<file path="src/rtl/block_transfer_sequencer_pkg.sv">
// Shared types for the ARM block-transfer (LDM/STM) sequencer.
package arm_cpu_pkg;

   typedef enum logic [1:0] {
      IA = 2'b00,
      IB = 2'b01,
      DA = 2'b10,
      DB = 2'b11
   } addr_mode_t;

   typedef enum logic [1:0] {
      IDLE,
      TRANSFER,
      WRITEBACK,
      DONE
   } bt_state_t;

   localparam int WORD_BYTES = 4;

endpackage

</file>
<file path="src/rtl/block_transfer_sequencer_if.sv">
// Word-beat data-memory bus with a valid/ready handshake.
interface block_transfer_sequencer_if #(
   parameter int DATA_WIDTH = 32
) ();
   logic                  valid;
   logic                  ready;
   logic                  write;
   logic [DATA_WIDTH-1:0] addr;
   logic [DATA_WIDTH-1:0] write_data;
   logic [DATA_WIDTH-1:0] read_data;

   modport master (
      output valid, write, addr, write_data,
      input  ready, read_data
   );

   modport slave (
      input  valid, write, addr, write_data,
      output ready, read_data
   );
endinterface

</file>
<file path="src/rtl/block_transfer_sequencer_lsb_enc.sv">
// Lowest-set-bit index, any-set flag and population count of a bit vector.
module lowest_set_bit_encoder #(
   parameter  int NUM_REGS = 16,
   localparam int IDX_W    = $clog2(NUM_REGS),
   localparam int CNT_W    = $clog2(NUM_REGS + 1)
) (
   input  logic [NUM_REGS-1:0] bits,
   output logic [IDX_W-1:0]    index,
   output logic                valid,
   output logic [CNT_W-1:0]    count
);
   always_comb begin
      index = '0;
      count = '0;
      valid = |bits;
      // Scan downwards so the last hit is the lowest set bit.
      for (int i = NUM_REGS - 1; i >= 0; i--) begin
         if (bits[i]) begin
            index = IDX_W'(i);
         end
         count = count + CNT_W'(bits[i]);
      end
   end
endmodule

</file>
<file path="src/rtl/block_transfer_sequencer.sv">
// LDM/STM sequencer: walks the register list low-to-high issuing word beats,
// then optionally writes back the updated base register.
module block_transfer_sequencer
   import arm_cpu_pkg::*;
#(
   parameter  int DATA_WIDTH = 32,
   parameter  int NUM_REGS   = 16,
   localparam int IDX_W      = $clog2(NUM_REGS),
   localparam int CNT_W      = $clog2(NUM_REGS + 1)
) (
   input  logic                  clk,
   input  logic                  reset,
   input  logic                  start,
   input  logic                  is_load,
   input  logic [NUM_REGS-1:0]   reg_list,
   input  logic [1:0]            mode,
   input  logic                  writeback,
   input  logic [IDX_W-1:0]      base_reg,
   input  logic [DATA_WIDTH-1:0] base_value,
   output logic                  busy,
   output logic                  done,
   output logic [IDX_W-1:0]      reg_read_addr,
   input  logic [DATA_WIDTH-1:0] reg_read_data,
   output logic                  reg_write_enable,
   output logic [IDX_W-1:0]      reg_write_addr,
   output logic [DATA_WIDTH-1:0] reg_write_data,
   block_transfer_sequencer_if.master mem
);
   bt_state_t             state_reg, state_next;
   logic                  is_load_reg;
   logic                  wb_take_reg;
   addr_mode_t            mode_reg;
   logic [IDX_W-1:0]      base_reg_reg;
   logic [DATA_WIDTH-1:0] base_value_reg;
   logic [CNT_W-1:0]      count_reg;
   logic [NUM_REGS-1:0]   remain_reg;
   logic [DATA_WIDTH-1:0] addr_reg;

   logic [NUM_REGS-1:0]   enc_in;
   logic [IDX_W-1:0]      enc_index;
   logic                  enc_valid;
   logic [CNT_W-1:0]      enc_count;
   logic                  launch;
   logic                  handshake;
   logic [DATA_WIDTH-1:0] aligned_base;
   logic [DATA_WIDTH-1:0] start_span;
   logic [DATA_WIDTH-1:0] wb_span;
   logic [DATA_WIDTH-1:0] start_addr;

   // One encoder serves both jobs: popcount of the new list while idle,
   // next register of the remaining list while transferring.
   assign enc_in = (state_reg == IDLE) ? reg_list : remain_reg;

   lowest_set_bit_encoder #(.NUM_REGS(NUM_REGS)) u_enc (
      .bits  (enc_in),
      .index (enc_index),
      .valid (enc_valid),
      .count (enc_count)
   );

   assign launch       = (state_reg == IDLE) && start && enc_valid;
   assign handshake    = (state_reg == TRANSFER) && mem.ready;
   assign aligned_base = {base_value[DATA_WIDTH-1:2], 2'b00};
   assign start_span   = DATA_WIDTH'(enc_count) * DATA_WIDTH'(WORD_BYTES);
   assign wb_span      = DATA_WIDTH'(count_reg) * DATA_WIDTH'(WORD_BYTES);

   // Every mode starts at the lowest address so ascending registers map upwards.
   always_comb begin
      start_addr = aligned_base;
      case (addr_mode_t'(mode))
         IA: start_addr = aligned_base;
         IB: start_addr = aligned_base + DATA_WIDTH'(WORD_BYTES);
         DA: start_addr = aligned_base - start_span + DATA_WIDTH'(WORD_BYTES);
         DB: start_addr = aligned_base - start_span;
         default: start_addr = aligned_base;
      endcase
   end

   always_ff @(posedge clk or negedge reset) begin
      if (!reset) begin
         state_reg      <= IDLE;
         is_load_reg    <= 1'b0;
         wb_take_reg    <= 1'b0;
         mode_reg       <= IA;
         base_reg_reg   <= '0;
         base_value_reg <= '0;
         count_reg      <= '0;
         remain_reg     <= '0;
         addr_reg       <= '0;
      end else begin
         state_reg <= state_next;
         if (launch) begin
            is_load_reg    <= is_load;
            wb_take_reg    <= writeback && !(is_load && reg_list[base_reg]);
            mode_reg       <= addr_mode_t'(mode);
            base_reg_reg   <= base_reg;
            base_value_reg <= base_value;
            count_reg      <= enc_count;
            remain_reg     <= reg_list;
            addr_reg       <= start_addr;
         end else if (handshake) begin
            addr_reg   <= addr_reg + DATA_WIDTH'(WORD_BYTES);
            remain_reg <= remain_reg & (remain_reg - NUM_REGS'(1));
         end
      end
   end

   always_comb begin
      state_next       = state_reg;
      busy             = 1'b0;
      done             = 1'b0;
      reg_read_addr    = '0;
      reg_write_enable = 1'b0;
      reg_write_addr   = '0;
      reg_write_data   = '0;
      mem.valid        = 1'b0;
      mem.write        = 1'b0;
      mem.addr         = '0;
      mem.write_data   = '0;
      case (state_reg)
         IDLE: begin
            if (start) begin
               state_next = enc_valid ? TRANSFER : DONE;
            end
         end
         TRANSFER: begin
            busy           = 1'b1;
            mem.valid      = 1'b1;
            mem.write      = !is_load_reg;
            mem.addr       = addr_reg;
            mem.write_data = reg_read_data;
            reg_read_addr  = enc_index;
            if (handshake && is_load_reg) begin
               reg_write_enable = 1'b1;
               reg_write_addr   = enc_index;
               reg_write_data   = mem.read_data;
            end
            if (handshake && enc_count == CNT_W'(1)) begin
               state_next = wb_take_reg ? WRITEBACK : DONE;
            end
         end
         WRITEBACK: begin
            busy             = 1'b1;
            reg_write_enable = 1'b1;
            reg_write_addr   = base_reg_reg;
            // Writeback uses the unaligned base, as the architecture defines.
            reg_write_data   = mode_reg[1] ? (base_value_reg - wb_span)
                                           : (base_value_reg + wb_span);
            state_next       = DONE;
         end
         DONE: begin
            done       = 1'b1;
            state_next = IDLE;
         end
         default: state_next = IDLE;
      endcase
   end
endmodule
</file>
<file path="src/flat_wrapper.sv">
// flat-port wrapper written by rule: the top's interface ports become plain ports
module block_transfer_sequencer_flat import arm_cpu_pkg::*;
#(
   parameter  int DATA_WIDTH = 32,
   parameter  int NUM_REGS   = 16,
   localparam int IDX_W      = $clog2(NUM_REGS),
   localparam int CNT_W      = $clog2(NUM_REGS + 1)
)
  (clk, reset, start, is_load, reg_list, mode, writeback, base_reg, base_value, busy, done, reg_read_addr, reg_read_data, reg_write_enable, reg_write_addr, reg_write_data, mem_valid, mem_write, mem_addr, mem_write_data, mem_ready, mem_read_data);
  block_transfer_sequencer_if #(.DATA_WIDTH(DATA_WIDTH)) mem_i ();
  input  logic clk;
  input  logic reset;
  input  logic start;
  input  logic is_load;
  input  logic [NUM_REGS-1:0] reg_list;
  input  logic [1:0] mode;
  input  logic writeback;
  input  logic [IDX_W-1:0] base_reg;
  input  logic [DATA_WIDTH-1:0] base_value;
  output logic busy;
  output logic done;
  output logic [IDX_W-1:0] reg_read_addr;
  input  logic [DATA_WIDTH-1:0] reg_read_data;
  output logic reg_write_enable;
  output logic [IDX_W-1:0] reg_write_addr;
  output logic [DATA_WIDTH-1:0] reg_write_data;
  output wire logic [$bits(mem_i.valid)-1:0] mem_valid;
  output wire logic [$bits(mem_i.write)-1:0] mem_write;
  output wire logic [$bits(mem_i.addr)-1:0] mem_addr;
  output wire logic [$bits(mem_i.write_data)-1:0] mem_write_data;
  input wire logic [$bits(mem_i.ready)-1:0] mem_ready;
  input wire logic [$bits(mem_i.read_data)-1:0] mem_read_data;
  assign mem_valid = mem_i.valid;
  assign mem_write = mem_i.write;
  assign mem_addr = mem_i.addr;
  assign mem_write_data = mem_i.write_data;
  assign mem_i.ready = mem_ready;
  assign mem_i.read_data = mem_read_data;
  block_transfer_sequencer #(.DATA_WIDTH(DATA_WIDTH), .NUM_REGS(NUM_REGS)) u_core (.clk(clk), .reset(reset), .start(start), .is_load(is_load), .reg_list(reg_list), .mode(mode), .writeback(writeback), .base_reg(base_reg), .base_value(base_value), .busy(busy), .done(done), .reg_read_addr(reg_read_addr), .reg_read_data(reg_read_data), .reg_write_enable(reg_write_enable), .reg_write_addr(reg_write_addr), .reg_write_data(reg_write_data), .mem(mem_i));
endmodule
</file>
<file path="config.mk">
export PLATFORM = sky130hd
export DESIGN_NAME = block_transfer_sequencer_flat
export DESIGN_NICKNAME = d
export VERILOG_FILES = /design/src/rtl/block_transfer_sequencer_pkg.sv /design/src/rtl/block_transfer_sequencer_if.sv /design/src/rtl/block_transfer_sequencer_lsb_enc.sv /design/src/rtl/block_transfer_sequencer.sv /design/src/flat_wrapper.sv
export SDC_FILE = /design/constraint.sdc
export NUM_CORES = 1
export LEC_CHECK = 0
export BUFFER_PORTS_ARGS = -buffer_cell sky130_fd_sc_hd__clkbuf_2
export CORE_ASPECT_RATIO = 1.1
export CORE_MARGIN = 3
export CORE_UTILIZATION = 28
export CTS_BUF_LIST = sky130_fd_sc_hd__clkbuf_2
export DETAILED_ROUTE_END_ITERATION = 6
export HOLD_SLACK_MARGIN = 0.1
export PLACE_DENSITY = 0.45
export SYNTH_ARGS = -nofsm -noshare
export SYNTH_HDL_FRONTEND = slang
export SYNTH_SLANG_ARGS = --single-unit
</file>
<file path="constraint.sdc">
create_clock -name clk -period 10 [get_ports clk]
set_input_delay 2 -clock clk [delete_from_list [all_inputs] [get_ports clk]]
set_output_delay 2 -clock clk [all_outputs]
set_load 0.01 [all_outputs]
</file>
* Word-level counts from Yosys, hierarchy flattened
Index checks and enable logic that the tools add are counted.
W data, S select, Z words.
** Cells by class
- Bitwise gates (word level) :: 1
- Reductions and logical operators :: 15
- $lt $le $gt $ge :: 1
- Equality and inequality tests :: 9
- Mux-type cells :: 43
- Add/subtract/negate cells :: 22
** Operators with widths (number)
- $mux W32 :: 6
- $pmux W32 S4 :: 1
- $add A32 B3 Y32 const B :: 3
- $mux W4 :: 18
- $pmux W32 S2 :: 1
- $sub A32 B7 Y32 :: 2
- $add A5 B1 Y5 :: 11
- $mux W16 :: 3
- $add A32 B7 Y32 :: 1
- $and A16 B16 Y16 :: 1
- $reduce_or A16 Y1 :: 1
- $sub A16 B1 Y16 const B :: 1
- $eq A2 B2 Y1 const B :: 4
- $pmux W2 S4 :: 1
- $pmux W4 S2 :: 1
- $logic_and A1 B1 Y1 :: 7
- $mux W1 :: 7
- $mux W2 :: 3
- $add A4 B1 Y5 :: 1
- $eq A5 B1 Y1 const B :: 1
- $lt A4 B5 Y1 const B :: 1
- $add A3 B1 Y4 :: 1
- $bmux W1 S4 :: 1
- $eq A2 B1 Y1 const B :: 2
- 9 further kinds :: 12
** Word-level totals
- Register bits :: 95
- Logic and storage cells :: 100

* Longest topological paths before layout
Gate-level depths: netlist (run 1).
- Word-level depth :: 21
- Depth in mapped cells :: 31

* Hierarchy
From an unflattened synthesis (run 1), not the netlist that was laid out.
** Unflattened totals
- Cells, all modules :: 1353
- Area total of the unflattened synthesis :: 10286.1 sq um
** By module, submodules not included
- block_transfer_sequencer :: cells each 1270, area an instance 9605.5 sq um, seq. area each 2302.2 sq um, instances 1
- lowest_set_bit_encoder :: cells each 83, area an instance 680.7 sq um, seq. area each 0.0 sq um, instances 1

* Least setup slack after synthesis (run 1)
No wires, ideal clock.
- Kind :: input to register
- From :: input reg_list[1]
- To :: register u_core.addr_reg[21]
- Data required time :: 9.863 ns
- Stages :: 22
- Path buffers :: 0
- Arrival time :: 8.056 ns
- Slack :: 1.807 ns
- Cells stage by stage :: mux2i_1 -> fa_1 -> inv_1 -> fa_1 -> fa_1 -> inv_1 -> fa_1 -> inv_1 -> ha_1 -> inv_1 -> fa_1 -> fa_1 -> a211o_1 -> o21ai_0 -> xnor2_1 -> a32oi_1 -> nor4_1 -> nand3_4 -> xor2_1 -> mux2_4 -> a2111oi_2 -> a21oi_1
** On the way
- Cells in the longest elaborated chain, start to end :: 7
** Ends and longest elaborated chain
- start: declaration :: RTL line flat_wrapper.sv:15 : input logic [NUM_REGS-1:0] reg_list;
- $mux W16 (*) :: RTL line block_transfer_sequencer.sv:52 : assign enc_in = (state_reg == IDLE) ? reg_list : remain_reg;
- $add A5 B1 Y5 (2 in a row) :: RTL line block_transfer_sequencer_lsb_enc.sv:21 : count = count + CNT_W'(bits[i]);
- $sub A32 B7 Y32 :: RTL line block_transfer_sequencer.sv:73, block_transfer_sequencer.sv:74
- $add A32 B3 Y32 :: RTL line block_transfer_sequencer.sv:73 : DA: start_addr = aligned_base - start_span + DATA_WIDTH'(WORD_BYTES);
- $pmux W32 S4 :: RTL line block_transfer_sequencer.sv:70 : case (addr_mode_t'(mode))
- $mux W32 :: RTL line block_transfer_sequencer.sv:92 : if (launch) begin
- end signal: assignment :: RTL line block_transfer_sequencer.sv:100 : addr_reg <= start_addr;
- end signal: assignment :: RTL line block_transfer_sequencer.sv:102 : addr_reg <= addr_reg + DATA_WIDTH'(WORD_BYTES);
- end: declaration :: RTL line block_transfer_sequencer.sv:37 : logic [DATA_WIDTH-1:0] addr_reg;
Every way passes the cells marked *; elsewhere a longest branch is shown, timed or not.
A chain may end at the register's enable or synchronous reset.

* Worst setup path after layout (run 1)
- From :: input reg_list[1]
- To :: register u_core.addr_reg[29]
The elaborated chain is that of the path after synthesis.

==> results of run 1 <==
cells by family (layout without fill, tap and decap cells):
group,count (synthesis),after routing,share of synthesized area
fa+ha+maj,64,64,0.0881
flops,92,92,0.228
mux,31,31,0.0384
compound gates,324,324,0.209
xor+xnor,103,103,0.0892
simple gates,617,617,0.297
buf+inv,131,302,0.0510
other cells,1,5,0.000371
path summary, 6_finish.rpt:
check / to / slack, ns / cells after the start
max reg2reg: u_core.addr_reg[29] / 1.93 / 25
min reg2reg: u_core.wb_take_reg / 0.51 / 2
max in group asynchronous: u_core.base_value_reg[31] / 7.48 / 2
max: u_core.addr_reg[29] / 1.72 / 23
min: u_core.wb_take_reg / 0.51 / 2
min in group asynchronous: u_core.addr_reg[16] / 1.23 / 1
per-layer routing:
| layer | vias to the layer above | track usage |
|---|---|---|
| li1 | 5147 | - |
| met1 | 4972 | 0.280 |
| met2 | 346 | 0.329 |
| met3 | 43 | 0.0245 |
| met5 | - | 0 |
| met4 | 0 | 0.0594 |
synth_stat cells, types with 10 or more instances:
library cell,instances,share of area
sky130_fd_sc_hd__mux2i_1,17,0.017
sky130_fd_sc_hd__dfrtp_1,92,0.23
sky130_fd_sc_hd__inv_1,45,0.017
sky130_fd_sc_hd__nor3_1,49,0.024
sky130_fd_sc_hd__o31ai_1,18,0.013
sky130_fd_sc_hd__ha_1,52,0.064
sky130_fd_sc_hd__fa_1,12,0.024
sky130_fd_sc_hd__and3_1,11,0.0068
sky130_fd_sc_hd__and2_1,74,0.046
sky130_fd_sc_hd__nand3_1,36,0.018
sky130_fd_sc_hd__xor2_1,41,0.036
sky130_fd_sc_hd__a211oi_1,18,0.013
sky130_fd_sc_hd__a21o_1,19,0.014
sky130_fd_sc_hd__a22oi_1,20,0.015
sky130_fd_sc_hd__nand2_1,224,0.083
sky130_fd_sc_hd__nor2b_1,13,0.0080
sky130_fd_sc_hd__a21oi_1,71,0.035
sky130_fd_sc_hd__or3_1,10,0.0062
sky130_fd_sc_hd__nand4_1,16,0.0099
sky130_fd_sc_hd__o21ai_0,91,0.045
sky130_fd_sc_hd__a31oi_1,10,0.0062
sky130_fd_sc_hd__xnor2_1,62,0.054
sky130_fd_sc_hd__nand2b_1,17,0.011
sky130_fd_sc_hd__o21a_1,12,0.0089
sky130_fd_sc_hd__clkbuf_1,71,0.026
sky130_fd_sc_hd__nor2_1,114,0.042
sky130_fd_sc_hd__nor4_1,20,0.012
cell type report:
| cell class | instances | share of cell area |
|---|---|---|
| Timing Repair Buffer | 240 | 0.105 |
| Clock inverter | 5 | 0.00437 |
| Clock buffer | 11 | 0.00469 |
| Antenna cell | 3 | 0.000640 |
| Inverter | 46 | 0.0147 |
| Multi-Input combinational cell | 1141 | 0.623 |
| Tap cell | 481 | 0.0513 |
| Sequential cell | 92 | 0.196 |
metrics by stage:
| stage | setup slack [ns] | std cells | hold slack (ns) | area (µm²) | util |
|---|---|---|---|---|---|
| final | 1.72 | 2019 | 0.512 | 11700 | 0.331 |
| after global routing | 1.20 | 2017 | 0.548 | 11700 | 0.331 |
| after CTS | 1.82 | 2016 | 0.520 | 11700 | 0.331 |
| after detailed placement | 1.03 | 2000 | 0.463 | 11600 | 0.328 |
| after global placement | 1.11 | 2000 | 0.459 | 11600 | 0.328 |
| after floorplan | 1.81 | 1364 | 0.439 | 10100 | - |
worst reg2reg max path, stage by stage, from the launching register on:
cell and delay [ns]:
sky130_fd_sc_hd__dfrtp_1 0.48, sky130_fd_sc_hd__inv_1 0.14, sky130_fd_sc_hd__ha_1 0.17, sky130_fd_sc_hd__buf_4 0.33, sky130_fd_sc_hd__mux2i_1 0.49, sky130_fd_sc_hd__fa_1 0.49, sky130_fd_sc_hd__inv_1 0.11, sky130_fd_sc_hd__fa_1 0.42
sky130_fd_sc_hd__fa_1 0.55, sky130_fd_sc_hd__inv_1 0.06, sky130_fd_sc_hd__fa_1 0.52, sky130_fd_sc_hd__inv_1 0.04, sky130_fd_sc_hd__ha_1 0.21, sky130_fd_sc_hd__inv_1 0.07, sky130_fd_sc_hd__fa_1 0.48, sky130_fd_sc_hd__fa_1 0.48
sky130_fd_sc_hd__a211oi_1 0.46, sky130_fd_sc_hd__nor2_1 0.15, sky130_fd_sc_hd__nor4_1 0.62, sky130_fd_sc_hd__xnor2_1 0.23, sky130_fd_sc_hd__nor2_1 0.13, sky130_fd_sc_hd__nor4b_1 0.52, sky130_fd_sc_hd__nor4b_1 0.37, sky130_fd_sc_hd__xnor2_1 0.10
sky130_fd_sc_hd__a211oi_1 0.26, sky130_fd_sc_hd__a21oi_1 0.07
==> Implementation_results.wiki, run 1 <==
{| class="wikitable"
! Metric !! Value
|-
| Run status || finished clean
|-
| Global-route congestion overflow total || 0
|-
| Buffers and inverters on the worst path || 5
|-
| Syn avg cell area || 7.42 µm²
|-
| Sinks on the clock net || a little over 90
|-
| Final Cycle Share || 0.828
|-
| Gate count of the mapped netlist || roughly 1,400
|-
| Netlist Area Pre-Place || between 0.01 and 0.015 mm²
|-
| Routability congestion estimate from global placement || 0.891
|-
| Number of top-level pins || between 200 and 250
|-
| Arrival time of data at the critical path endpoint || ~9 ns
|-
| Fillers || slightly below 4,000
|-
| Top routing layer in use || met4
|-
| P&R area growth vs syn || 16.0%
|-
| WL/cell || roughly 19 µm
|-
| Upper clock frequency limit || 121 MHz
|-
| Final critical path time including I/O delays and setup || between 8 and 9 ns
|-
| Met2 layer wire length in the routed design || 17,800 µm
|-
| First-pass GRT wire length || 61,200 µm
|-
| Area occupied by multi-input gates || between 0.007 and 0.008 mm²
|-
| Met3 wire length || about 1900 µm
|-
| Core region area || ~0.035 mm²
|-
| Number of max-capacitance violations reported || 0
|-
| Number of nets still failing antenna checks after routing || 0
|-
| Count of flip-flops with a built-in enable after synthesis || 0
|-
| Via density || approximately 5.2
|-
| Routed via count || roughly 11,000
|-
| Routed met1 length || 18,200 µm
|-
| Synth Warn # || 0
|-
| Post-cts sizing count || 0
|-
| Maximum number of pins on one net before global-route repair || between 70 and 80
|-
| Total count of hold-check failures in the final report || 0
|-
| Critical path fanouts, max || 5
|-
| Setup fix buffers added after clock tree synthesis || 0
|-
| DRT Wirelength || approximately 39,000 µm
|-
| Clock buffers created by TritonCTS || 9
|-
| Initial antenna violation count || 3
|-
| Family with the most delay on the worst path || adder cells
|-
| Kind of start point of the critical path || primary input
|-
| Post-synthesis sequential area ratio || 0.228
|-
| Placement row count || 72
|-
| Number of iterations in the first detailed-routing pass || 6
|-
| Count of distinct cell types in the synthesized netlist || 76
|-
| CTS H-tree lvls || 3
|-
| Final net count || 1,718
|-
| Commonest non-fill, non-tap cell in the layout || sky130_fd_sc_hd__clkbuf_2
|-
| Sum of negative setup slack || 0 ns
|-
| Fraction of layout cells with a size suffix above 1 || 0.185
|-
| Die extent in y || between 200 and 250 µm
|-
| Critical path class || primary input to flop
|-
| Critical Path RT || between 10 and 15 ns
|-
| Most instantiated flip-flop cell in the synthesis netlist || sky130_fd_sc_hd__dfrtp_1
|-
| Worst path cell trace || clkbuf_2, mux2i_1, fa_1, inv_1, fa_1, fa_1, inv_1, fa_1, inv_1, ha_1, inv_1, fa_1, fa_1, a211oi_1, nor2_1, nor4_1, xnor2_1, nor2_1, nor4b_1, nor4b_1, xnor2_1, a211oi_1, a21oi_1
|-
| Most used cell, CP || sky130_fd_sc_hd__fa_1
|-
| Clock Root Buffer || sky130_fd_sc_hd__clkbuf_2
|-
| Pins over their slew limit || 0
|-
| Setup repair after global routing missed its margin || no
|-
| Final setup violation count || 0
|-
| Worst-path cell with the longest stage delay || sky130_fd_sc_hd__nor4_1
|-
| Launching point of the worst reg2reg path || u_core.state_reg[1]
|-
| Largest stage delay on the critical path || approximately 0.62 ns
|-
| # hold bufs at CTS || 0
|-
| Worst min-delay path startpoint || u_core.wb_take_reg
|-
| Total area of sequential cells || about 0.0023 mm²
|-
| CTS Buffer Depth || 2
|-
| Yosys reg bits || 92
|-
| Endpoint kind of the worst setup timing path || flop
|-
| Type of the tightest min-delay check || flop to flop
|-
| Slew at the pin closest to its max-slew limit || around 1 ns
|-
| DRC marker count from the first detailed-route iteration || about 650
|-
| Commonest cells after routing, fill and taps aside || sky130_fd_sc_hd__clkbuf_2 (240), sky130_fd_sc_hd__nand2_1 (224), sky130_fd_sc_hd__nor2_1 (114)
|-
| Number of input and output port buffers inserted || 230
|-
| Insertion delay to the later sink of the worst-skew pair || 0.67 ns
|-
| Clock-pin transition on the worst setup and hold timing paths || approximately 0.29 ns
|-
| Full die area || approximately 0.038 mm²
|-
| Slew headroom || 0.334
|-
| Die W || around 190 µm
|-
| Starting density of the core || 0.286
|-
| Proportion of synthesized flip-flops having asynchronous set or reset || 1.00
|-
| DP Wirelength || about 31,000 µm
|-
| Number of design rule violations left after detail routing || 0
|-
| Setup clock skew after layout || between 0.06 and 0.07 ns
|-
| Number of global-route vias before repair || around 10,000
|-
| Critical Path Start || reg_list[1]
|-
| Global-route total usage across every layer || 0.202
|-
| Max FFs per register || 32
|-
| TritonCTS clock tree || done
|}
Power of run 1 is left out: the tool's default activity adds up to more than one toggle a clock period on the data nets, which glitch-free logic cannot reach.
==> run 2, diff against run 1 <==
clock period = 8.63 ns   (was 10 ns; I/O delays follow)
==> run 2 against run 1 <==
Design area rose by 0.90%. Sequential share of layout area fell by 0.17 points. Register-to-register slack got worse by 1.1 ns. Hold slack improved by 0.0026 ns. Non-clock buffer count rose by 16. Die area did not move. Setup slack got worse by 0.87 ns. Routed wire length rose by 0.67%. Utilization rose by 0.30 points. Cell count rose by 0.79%. Critical path depth rose by 3. Via count rose by 0.45%.
==> Implementation_results.wiki, run 2 (same netlist as run 1, synthesis figures left out) <==
{| class="wikitable"
! Metric !! Value
|-
| Worst slack after detailed placement || 0.176 ns
|-
| TritonCTS clock tree || done
|-
| Worst-path cell with the longest stage delay || sky130_fd_sc_hd__fa_1
|-
| Sinks on the clock net || slightly above 90
|-
| Number of max-capacitance violations reported || 0
|-
| Total count of hold-check failures in the final report || 0
|-
| Final instance count without filler cells || 2,035
|-
| Met3 wire length || 1750 µm
|-
| Pins over their slew limit || 0
|-
| Run status || finished clean
|-
| Upper clock frequency limit || around 130 MHz
|-
| Insertion delay to the later sink of the worst-skew pair || just under 0.7 ns
|-
| Critical path fanouts, max || 12
|-
| Number of iterations in the first detailed-routing pass || 5
|-
| Routed met1 length || roughly 19,000 µm
|-
| Fraction of layout cells with a size suffix above 1 || 0.195
|-
| Die extent in y || a little over 200 µm
|-
| Clock buffers created by TritonCTS || 9
|-
| Sum of negative setup slack || 0 ns
|-
| Number of top-level pins || between 200 and 250
|-
| Setup repair after global routing missed its margin || no
|-
| Routability congestion estimate from global placement || 0.918
|-
| Final Cell Area || 0.0118 mm²
|-
| Final net count || around 1,700
|-
| Final Cycle Share || 0.902
|-
| Slew headroom || 0.320
|-
| Slew at the pin closest to its max-slew limit || roughly 1.0 ns
|-
| Full die area || 0.0384 mm²
|-
| Kind of start point of the critical path || flop
|-
| Type of the tightest min-delay check || flop to flop
|-
| Placed Cells || 2,016
|-
| Global-route congestion overflow total || 0
|-
| Least setup slack across all paths after layout || 0.849 ns
|-
| Initial antenna violation count || 2
|-
| Maximum number of pins on one net before global-route repair || between 70 and 80
|-
| Critical Path RT || ~9.2 ns
|-
| Setup fix buffers added after clock tree synthesis || 0
|-
| First-pass GRT wire length || between 60,000 and 70,000 µm
|-
| P&R area growth vs syn || 17.1%
|-
| Final setup violation count || 0
|-
| Area occupied by multi-input gates || approximately 0.0073 mm²
|-
| Critical path class || flop to flop
|-
| CTS Buffer Depth || 2
|-
| Number of nets still failing antenna checks after routing || 0
|-
| CTS H-tree lvls || 3
|-
| DRT Wirelength || a little under 40,000 µm
|-
| Number of design rule violations left after detail routing || 0
|-
| Die W || 187 µm
|-
| Max FFs per register || 32
|-
| Post-DP Area || approximately 0.012 mm²
|-
| Commonest cells after routing, fill and taps aside || sky130_fd_sc_hd__clkbuf_2 (239), sky130_fd_sc_hd__nand2_1 (224), sky130_fd_sc_hd__nor2_1 (114)
|-
| Arrival time of data at the critical path endpoint || between 8 and 9 ns
|-
| Number of global-route vias before repair || between 10,000 and 15,000
|-
| DP Wirelength || 31,100 µm
|-
| Starting density of the core || 0.286
|-
| Most used cell, CP || sky130_fd_sc_hd__fa_1
|-
| Core region area || ~0.035 mm²
|-
| Number of input and output port buffers inserted || between 200 and 250
|-
| DRC marker count from the first detailed-route iteration || a little under 700
|-
| Fillers || 3,873
|-
| Family with the most delay on the worst path || adder cells
|-
| Largest stage delay on the critical path || between 0.5 and 0.6 ns
|-
| Met2 layer wire length in the routed design || approximately 18,000 µm
|-
| Via density || between 5 and 6
|-
| Buffers and inverters on the worst path || 7
|-
| Total area of sequential cells || roughly 0.0023 mm²
|-
| Setup clock skew after layout || approximately 0.060 ns
|-
| Global-route total usage across every layer || 0.200
|-
| Clock Root Buffer || sky130_fd_sc_hd__clkbuf_2
|-
| Top routing layer in use || met4
|-
| Endpoint kind of the worst setup timing path || flop
|-
| Commonest non-fill, non-tap cell in the layout || sky130_fd_sc_hd__clkbuf_2
|-
| Final critical path time including I/O delays and setup || slightly below 8 ns
|-
| Placement row count || 72
|-
| Clock-pin transition on the worst setup and hold timing paths || between 0.3 and 0.4 ns
|-
| WL/cell || ~19 µm
|-
| Routed via count || 10,600
|}
-- run 2: area by class of cell --
type | count | area share
inverter | 46 | 0.0146
clock inverter | 6 | 0.00328
antenna | 3 | 0.000634
timing repair buffer | 256 | 0.114
sequential | 92 | 0.194
multi-input combinational | 1141 | 0.618
tap | 481 | 0.0508
clock buffer | 10 | 0.00423
-- run 2: tightest hold or removal path: stages (launching register included) --
cell	delay, ns
sky130_fd_sc_hd__dfrtp_1	0.42
sky130_fd_sc_hd__nand2_1	0.05
sky130_fd_sc_hd__nand2_1	0.05
-- run 2: metrics by stage --
stage	hold WS [ns]	util
floorplan	0.439	-
global placement	0.459	0.332
detailed placement	0.462	0.332
CTS	0.521	0.334
global route	0.552	0.334
finish	0.515	0.334
-- run 2: final timing paths --
| path | from | end | slack (ns) | cells past startpoint |
|---|---|---|---|---|
| max | u_core.state_reg[0] | u_core.addr_reg[21] | 0.85 | 26 |
| min | u_core.wb_take_reg | u_core.wb_take_reg | 0.51 | 2 |
| max reg2reg | u_core.state_reg[0] | u_core.addr_reg[21] | 0.85 | 26 |
| min reg2reg | u_core.wb_take_reg | u_core.wb_take_reg | 0.51 | 2 |
| max in group asynchronous | reset | u_core.base_value_reg[18] | 6.42 | 2 |
| min in group asynchronous | reset | u_core.remain_reg[6] | 1.05 | 1 |
-- run 2: what timing repair did --
item	CTS	global route
setup endpoints to repair	0	1
hold endpoints to repair	0	0
hold buffers	0	0
gates resized for setup	0	1
-- run 2: per-layer routing --
metal | up-vias | track usage
met5 | - | 0
met4 | 0 | 0.0516
met3 | 32 | 0.0222
met2 | 333 | 0.325
met1 | 5004 | 0.285
li1 | 5186 | -
Power of run 2 is left out for the same reason.
